`config.mk`:
```
export PLATFORM = sky130hd
export DESIGN_NAME = lv_pwm_intb_decode
export DESIGN_NICKNAME = d
export VERILOG_FILES = /design/src/rtl/pwm_intb_pkg.sv /design/src/rtl/pwm_intb_win_cnt.sv /design/src/rtl/lv_pwm_intb_decode.sv
export SDC_FILE = /design/constraint.sdc
export NUM_CORES = 1
export LEC_CHECK = 0
export CAP_MARGIN = 20
export CORE_UTILIZATION = 40
export DETAILED_ROUTE_END_ITERATION = 7
export SLEW_MARGIN = 20
export SYNTH_ARGS = -nofsm -noshare
export SYNTH_HDL_FRONTEND = slang
export SYNTH_HIERARCHICAL = 1
export SYNTH_SLANG_ARGS = --single-unit
```
`constraint.sdc`:
```
create_clock -name i_clk -period 2.8 [get_ports i_clk]
set_input_delay 0.56 -clock i_clk [delete_from_list [all_inputs] [get_ports i_clk]]
set_output_delay 0.56 -clock i_clk [all_outputs]
set_load 0.01 [all_outputs]
```
`src/rtl/pwm_intb_pkg.sv`:
```
// rtl/pwm_intb_pkg.sv - shared PWM/INTB link constants, watchdog tables and decode state type
//
// Purpose: single source for the bit-window length and watchdog periods used by
// both the HV encoder and the LV decoder, so both ends of the link agree.
// Ports: none (package).
package pwm_intb_pkg;

   // Cycles per encoded bit window on the shared PWM/INTB line.
   localparam int unsigned PWM_INTB_EXT_CYC_NUM = 8;

   // Nominal interrupt-frame period selectable by a 2-bit config.
   localparam int unsigned WDG_INTB_TH [4] = '{40, 64, 128, 256};

   // Frame timeout is twice the nominal period, so one lost frame is tolerated.
   localparam int unsigned WDG_TO_TH [4] = '{
      2 * WDG_INTB_TH[0],
      2 * WDG_INTB_TH[1],
      2 * WDG_INTB_TH[2],
      2 * WDG_INTB_TH[3]
   };

   typedef enum logic [1:0] {
      ST_IDLE = 2'd0,
      ST_BIT0 = 2'd1,
      ST_BIT1 = 2'd2,
      ST_BIT2 = 2'd3
   } dec_state_e;

endpackage

```
`src/rtl/pwm_intb_win_cnt.sv`:
```
// rtl/pwm_intb_win_cnt.sv - bit-window counter with majority tally of mismatch cycles
//
// Purpose: counts window cycles 0..N-1 while run is high and tallies mis=1 cycles
// inside the current window; both clear at every window boundary and whenever
// run is low.
// Ports:
//   clk       in   clock
//   rst_n     in   synchronous active-low reset
//   run       in   window counting enabled this cycle (this cycle is a window cycle)
//   mis       in   line/reference mismatch this cycle
//   win_end   out  this cycle is the last cycle (N-1) of a window
//   win_major out  tally including this cycle reaches N/2+1 (meaningful with win_end)
module pwm_intb_win_cnt #(
   parameter int unsigned N = 8
) (
   input  logic clk,
   input  logic rst_n,
   input  logic run,
   input  logic mis,
   output logic win_end,
   output logic win_major
);

   localparam int unsigned CW = (N > 1) ? $clog2(N) : 1;
   localparam int unsigned TW = $clog2(N + 1);
   localparam logic [CW-1:0] LAST = CW'(N - 1);
   localparam logic [TW:0]   MAJ  = (TW + 1)'(N / 2 + 1);

   logic [CW-1:0] cnt_q;
   logic [TW-1:0] tally_q;
   logic [TW:0]   tally_now;

   // The current cycle's mismatch is folded in combinationally so the
   // decision at the window end covers all N cycles without an extra stage.
   assign tally_now = {1'b0, tally_q} + {{TW{1'b0}}, mis};
   assign win_end   = run && (cnt_q == LAST);
   assign win_major = (tally_now >= MAJ);

   always_ff @(posedge clk) begin
      if (!rst_n || !run || win_end) begin
         cnt_q   <= '0;
         tally_q <= '0;
      end else begin
         cnt_q   <= cnt_q + CW'(1);
         tally_q <= tally_now[TW-1:0];
      end
   end

endmodule

```
`src/rtl/lv_pwm_intb_decode.sv`:
```
// rtl/lv_pwm_intb_decode.sv - LV-side decoder of HV interrupt frames on the shared PWM/INTB line
//
// Purpose: compares the received line against the locally launched PWM wave
// (delayed by the link round trip), detects 3-window frames BIT0/BIT1/BIT2,
// reports the decoded interrupt level and supervises frame arrival.
// Ports:
//   i_clk          in   clock
//   i_rst_n        in   synchronous active-low reset
//   i_pwm_intb_n   in   received shared line, synchronised to i_clk
//   i_lv_pwm_ref   in   local PWM gate wave as launched toward HV
//   i_wdg_chk_en   in   frame-timeout supervision enable
//   i_wdg_to_cfg   in   timeout threshold table index
//   o_intb_n       out  decoded HV interrupt level, active-low
//   o_frame_vld    out  one-cycle pulse per decoded frame
//   o_frame_type   out  decoded frame type (1 = INTB1, 0 = INTB0), valid with o_frame_vld
//   o_glitch       out  one-cycle pulse when a BIT0 window is rejected
//   o_wdg_timeout  out  sticky: no frame within the selected threshold
module lv_pwm_intb_decode #(
   parameter int unsigned PWM_INTB_EXT_CYC_NUM = pwm_intb_pkg::PWM_INTB_EXT_CYC_NUM,
   parameter int unsigned LINK_DLY_CYC         = 3,
   parameter int unsigned WDG_CNT_W            = 16
) (
   input  logic       i_clk,
   input  logic       i_rst_n,
   input  logic       i_pwm_intb_n,
   input  logic       i_lv_pwm_ref,
   input  logic       i_wdg_chk_en,
   input  logic [1:0] i_wdg_to_cfg,
   output logic       o_intb_n,
   output logic       o_frame_vld,
   output logic       o_frame_type,
   output logic       o_glitch,
   output logic       o_wdg_timeout
);

   import pwm_intb_pkg::*;

   // ---------------------------------------------------------------
   // Reference alignment and mismatch detection
   // ---------------------------------------------------------------
   logic [LINK_DLY_CYC-1:0] dly_q;
   logic                    ref_dly;
   logic                    mis;

   assign ref_dly = dly_q[LINK_DLY_CYC-1];
   assign mis     = i_pwm_intb_n ^ ref_dly;

   always_ff @(posedge i_clk) begin
      if (!i_rst_n) begin
         dly_q <= '0;
      end else begin
         dly_q[0] <= i_lv_pwm_ref;
         for (int i = 1; i < int'(LINK_DLY_CYC); i++) begin
            dly_q[i] <= dly_q[i-1];
         end
      end
   end

   // ---------------------------------------------------------------
   // Window counter / majority tally
   // ---------------------------------------------------------------
   dec_state_e state_q;
   dec_state_e state_d;
   logic       run;
   logic       win_end;
   logic       win_major;

   // The first mismatching cycle in IDLE already counts as window cycle 0.
   assign run = (state_q != ST_IDLE) || mis;

   pwm_intb_win_cnt #(
      .N (PWM_INTB_EXT_CYC_NUM)
   ) u_win_cnt (
      .clk       (i_clk),
      .rst_n     (i_rst_n),
      .run       (run),
      .mis       (mis),
      .win_end   (win_end),
      .win_major (win_major)
   );

   // ---------------------------------------------------------------
   // Decode FSM
   // ---------------------------------------------------------------
   logic glitch_d;
   logic dec_vld_d;
   logic dec_type_d;

   always_ff @(posedge i_clk) begin
      if (!i_rst_n) begin
         state_q <= ST_IDLE;
      end else begin
         state_q <= state_d;
      end
   end

   always_comb begin
      state_d    = state_q;
      glitch_d   = 1'b0;
      dec_vld_d  = 1'b0;
      dec_type_d = 1'b0;
      case (state_q)
         ST_IDLE: begin
            if (mis) begin
               state_d = ST_BIT0;
            end
         end
         ST_BIT0: begin
            if (win_end) begin
               if (win_major) begin
                  state_d = ST_BIT1;
               end else begin
                  state_d  = ST_IDLE;
                  glitch_d = 1'b1;
               end
            end
         end
         // BIT1 carries the locked gate wave; only its length matters.
         ST_BIT1: begin
            if (win_end) begin
               state_d = ST_BIT2;
            end
         end
         ST_BIT2: begin
            if (win_end) begin
               state_d    = ST_IDLE;
               dec_vld_d  = 1'b1;
               dec_type_d = win_major;
            end
         end
         default: begin
            state_d = ST_IDLE;
         end
      endcase
   end

   // ---------------------------------------------------------------
   // Output stage. The decode result passes through one staging flop so
   // that o_frame_vld lands 3N+1 cycles after the first mismatching cycle;
   // the glitch pulse is reported directly from the BIT0 decision.
   // ---------------------------------------------------------------
   logic dec_vld_q;
   logic dec_type_q;

   always_ff @(posedge i_clk) begin
      if (!i_rst_n) begin
         dec_vld_q    <= 1'b0;
         dec_type_q   <= 1'b0;
         o_glitch     <= 1'b0;
         o_frame_vld  <= 1'b0;
         o_frame_type <= 1'b0;
         o_intb_n     <= 1'b1;
      end else begin
         dec_vld_q   <= dec_vld_d;
         dec_type_q  <= dec_type_d;
         o_glitch    <= glitch_d;
         o_frame_vld <= dec_vld_q;
         if (dec_vld_q) begin
            o_frame_type <= dec_type_q;
            o_intb_n     <= dec_type_q;
         end
      end
   end

   // ---------------------------------------------------------------
   // Frame watchdog. Equality against threshold-1 means a counter already
   // past a newly lowered threshold just runs on to saturation silently.
   // ---------------------------------------------------------------
   logic [WDG_CNT_W-1:0] wdg_cnt_q;
   logic [WDG_CNT_W-1:0] wdg_th_m1;

   assign wdg_th_m1 = WDG_CNT_W'(WDG_TO_TH[i_wdg_to_cfg] - 1);

   always_ff @(posedge i_clk) begin
      if (!i_rst_n) begin
         wdg_cnt_q     <= '0;
         o_wdg_timeout <= 1'b0;
      end else if (o_frame_vld || !i_wdg_chk_en) begin
         // A frame in the threshold cycle wins over the timeout.
         wdg_cnt_q     <= '0;
         o_wdg_timeout <= 1'b0;
      end else begin
         if (wdg_cnt_q != '1) begin
            wdg_cnt_q <= wdg_cnt_q + WDG_CNT_W'(1);
         end
         if (wdg_cnt_q == wdg_th_m1) begin
            o_wdg_timeout <= 1'b1;
         end
      end
   end

endmodule
```
==> impl_metrics.csv <==
group,metric,value,unit
run_status,status,"finished clean",
placed_design,place_inst,228,
power_and_ir_drop,pwr_density_cell,553,mW/mm^2
drt,first_iter_violations,67,
drt,drt-wirelength-per-cell,12.8,microns
grt,grt_pass1_vias,1239,
sta,min_period,2.47,ns
synthesis,synth-simple-area-share,30.4,%
sta,fmax,405,MHz
synthesis,synth-compound-area-share,13.5,%
hold_path,worstHoldPathType,"flop to flop",
finish,final_nets,199,
clock_network,cts-root-buf,"clkbuf_8",
clock_network,clk_pin_slew_worst_paths,0.07,ns
sta,tightestPinTransition,0.481,ns
synthesis,synthArstFlopShare,0,%
grt,grt_pass1_wl,5.24,mm
finish,finalNonFillerCells,236,
synthesis,ys.flop_type,"dfxtp_1",
power_and_ir_drop,totalPowerFinal,1.03,mW
synthesis,synth_xor_area_share,3.88,%
sta,hold_viol,0,
worst_setup_path,worstPathMaxFanout,4,
synthesis,syn_area,0.00158,sq mm
die,dieHeight,64.8,microns
grt,grt-ovfl-total,0,
finish,diodes,0,
worst_setup_path,cp.arrival,2.65,ns
clock_network,tritoncts,"done",
die,fp-row-count,22,
clock_network,hold_buffers,0,
placed_design,gp_congestion,0.794,
finish,layout-drive-gt1-share,9.57,%
die,die_area,0.00420,sq mm
drt,dr.pass1.iters,5,
clock_network,clock_path_buffers,2,
sta,fin_tns_setup,0,ns
drt,drc_errors,0,
sta,fin_crit_sh,88.2,%
sta,rsz0062_at_grt,"false",
sta,slew_headroom,67.7,%
synthesis,syn_inst,172,
die,die_w,64.8,microns
synthesis,seq_area_frac_synth,44.4,%
synthesis,syn_area_per_cell,9.18,sq um
synthesis,syn_nets,184,
finish,multi_input_area,838,sq um
synthesis,synth_edf_count,0,
clock_network,clkLatencyLatePin,0.28,ns
grt,grt_max_degree,13,
job,maxCapViolCount,0,
sta,skew,0.00542,ns
synthesis,synthAdderAreaFrac,3.96,%
sta,slew_viol_final,0,
finish,fin_area,0.00186,sq mm
clock_network,htreeDepth,2,
placed_design,dp_hpwl,2.20,mm
placed_design,placed_cell_area,0.00175,sq mm
finish,seqCellArea,701,sq um
die,io_pins,12,
clock_network,cts_setup_buffers,0,
worst_setup_path,cp.required,2.98,ns
clock_network,cts_resized,0,
finish,final.fill_count,366,
power_and_ir_drop,ir_drop,0.000279,V
synthesis,synth_top_family_by_area,"simple AND/OR/NAND/NOR gates",
sta,hold_ws,0.421,ns
synthesis,yosysWarnings,6,
die,initial_utilization,42.5,%
grt,antenna_found_initial,0,
drt,vias_per_cell,5.53,
placed_design,io_buffer_count,11,
grt,track_usage,16.4,%
sta,setup_viol,0,
drt,wirelength,3.03,mm
synthesis,synth_seq_cells,35,
clock_network,clock-sinks,35,
finish,area_delta_synth_final,18.1,%
clock_network,cts_buffers,5,
power_and_ir_drop,p_leak,0.728,nW
synthesis,synthMuxAreaShare,1.27,%
worst_setup_path,start_kind,"primary input",
worst_setup_path,critical_path_class,"primary input to flop",
worst_setup_path,end_kind,"flop",
die,coreArea,0.00372,sq mm
drt,vias,1305,
drt,ant_nets,0,
synthesis,ys_types,41,
## routing by layer
| metal | wire [microns] | track usage, % | part of all wire [%] | vias up |
|---|---|---|---|---|
| met3 | 118 | 5.28 | 3.9 | 0 |
| li1 | - | - | - | 666 |
| met4 | 0 | 7.22 | 0 | 0 |
| met5 | 0 | 0 | 0 | - |
| met1 | 1390 | 18.9 | 46 | 612 |
| met2 | 1510 | 27.6 | 50 | 27 |
## cells in the final DEF (no fill, tap or decap), types with 2 or more instances in the layout
cell type,synthesis,layout
mux2i_1,2,2
clkbuf_8,0,6
and3_1,2,2
nand3b_1,2,2
buf_4,1,4
a21oi_1,6,6
or4_1,5,5
dfxtp_1,35,35
a311oi_1,3,3
and2_1,12,12
a31oi_1,5,5
nand2_1,16,16
xor2_1,2,2
o211ai_1,2,2
clkdlybuf4s50_1,0,11
nor2_1,12,12
ha_1,5,5
inv_1,2,2
o21ai_0,6,6
nand2b_1,3,3
nand4_1,3,3
o22a_1,2,2
or3_1,4,4
nand3_1,8,8
nor4_1,6,6
nor3_1,2,2
xnor2_1,5,5
o211a_1,2,2
## cells by family after synthesis
| group | after synthesis |
|---|---|
| xor gates and xnor gates | 7 |
| DFF | 35 |
| buffers and inverters | 9 |
| adders and majority gates | 5 |
| and+or+nand+nor | 83 |
| muxes | 2 |
| AOI/OAI and AO/OA | 31 |
## cell usage after synthesis, types with 4 or more instances
cell / number / share of area (%)
a21oi_1: 6 / 1.9
or3_1: 4 / 1.6
nand2_1: 16 / 3.8
nand3_1: 8 / 2.5
and2_1: 12 / 4.8
dfxtp_1: 35 / 44
a31oi_1: 5 / 2.0
or4_1: 5 / 2.4
o21ai_0: 6 / 1.9
nor2_1: 12 / 2.9
nor4_1: 6 / 2.4
clkbuf_1: 4 / 0.95
xnor2_1: 5 / 2.8
ha_1: 5 / 4.0
## worst max-delay path: stages
cell and delay, ns:
clkdlybuf4s50_1 0.47, xor2_1 0.23, ha_1 0.26, ha_1 0.27, a311oi_1 0.24, a31oi_1 0.08
o22a_1 0.24, nand3_1 0.09, o21ai_0 0.06, and2_1 0.15
## layout make-up
class | instances | share of cell area (%)
inverter | 2 | 0.403
tap | 48 | 3.22
clock buffer | 6 | 4.43
multi-input combinational | 128 | 45.0
clock inverter | 2 | 1.88
sequential | 35 | 37.6
timing repair buffer | 15 | 7.52
## registers in the layout (all words and copies together), names as in the netlist, 3 cells and up, named ones only
signal / flops
u_win_cnt/cnt_q: 3
dly_q: 3
u_win_cnt/tally_q: 4
wdg_cnt_q: 16
## where the power goes
part | switching [mW] | leakage [nW] | internal [mW]
Clock | 0.177 | 0.0612 | 0.288
Combinational | 0.0254 | 0.383 | 0.0274
Sequential | 0.00627 | 0.284 | 0.507
Total | 0.209 | 0.728 | 0.822
## path summary, 6_finish.rpt
path	from	slack [ns]	end	cells after the start
max reg2reg	dly_q[2]$_SDFF_PN0_	0.74	flop	9
min reg2reg	u_win_cnt/cnt_q[0]$_SDFF_PP0_	0.42	u_win_cnt/cnt_q[0]$_SDFF_PP0_	1
max	i_pwm_intb_n	0.33	flop	10
min	u_win_cnt/cnt_q[0]$_SDFF_PP0_	0.42	u_win_cnt/cnt_q[0]$_SDFF_PP0_	1
## per-stage QoR
stage                     util (%)  worst slack [ns]
after global routing          50.2             0.176
after global placement        47.0             0.148
after floorplan                  -             0.719
final                         50.2             0.331
after detailed placement      47.0            0.0353
after CTS                     50.2             0.351
(Power assumes the default switching activity.)
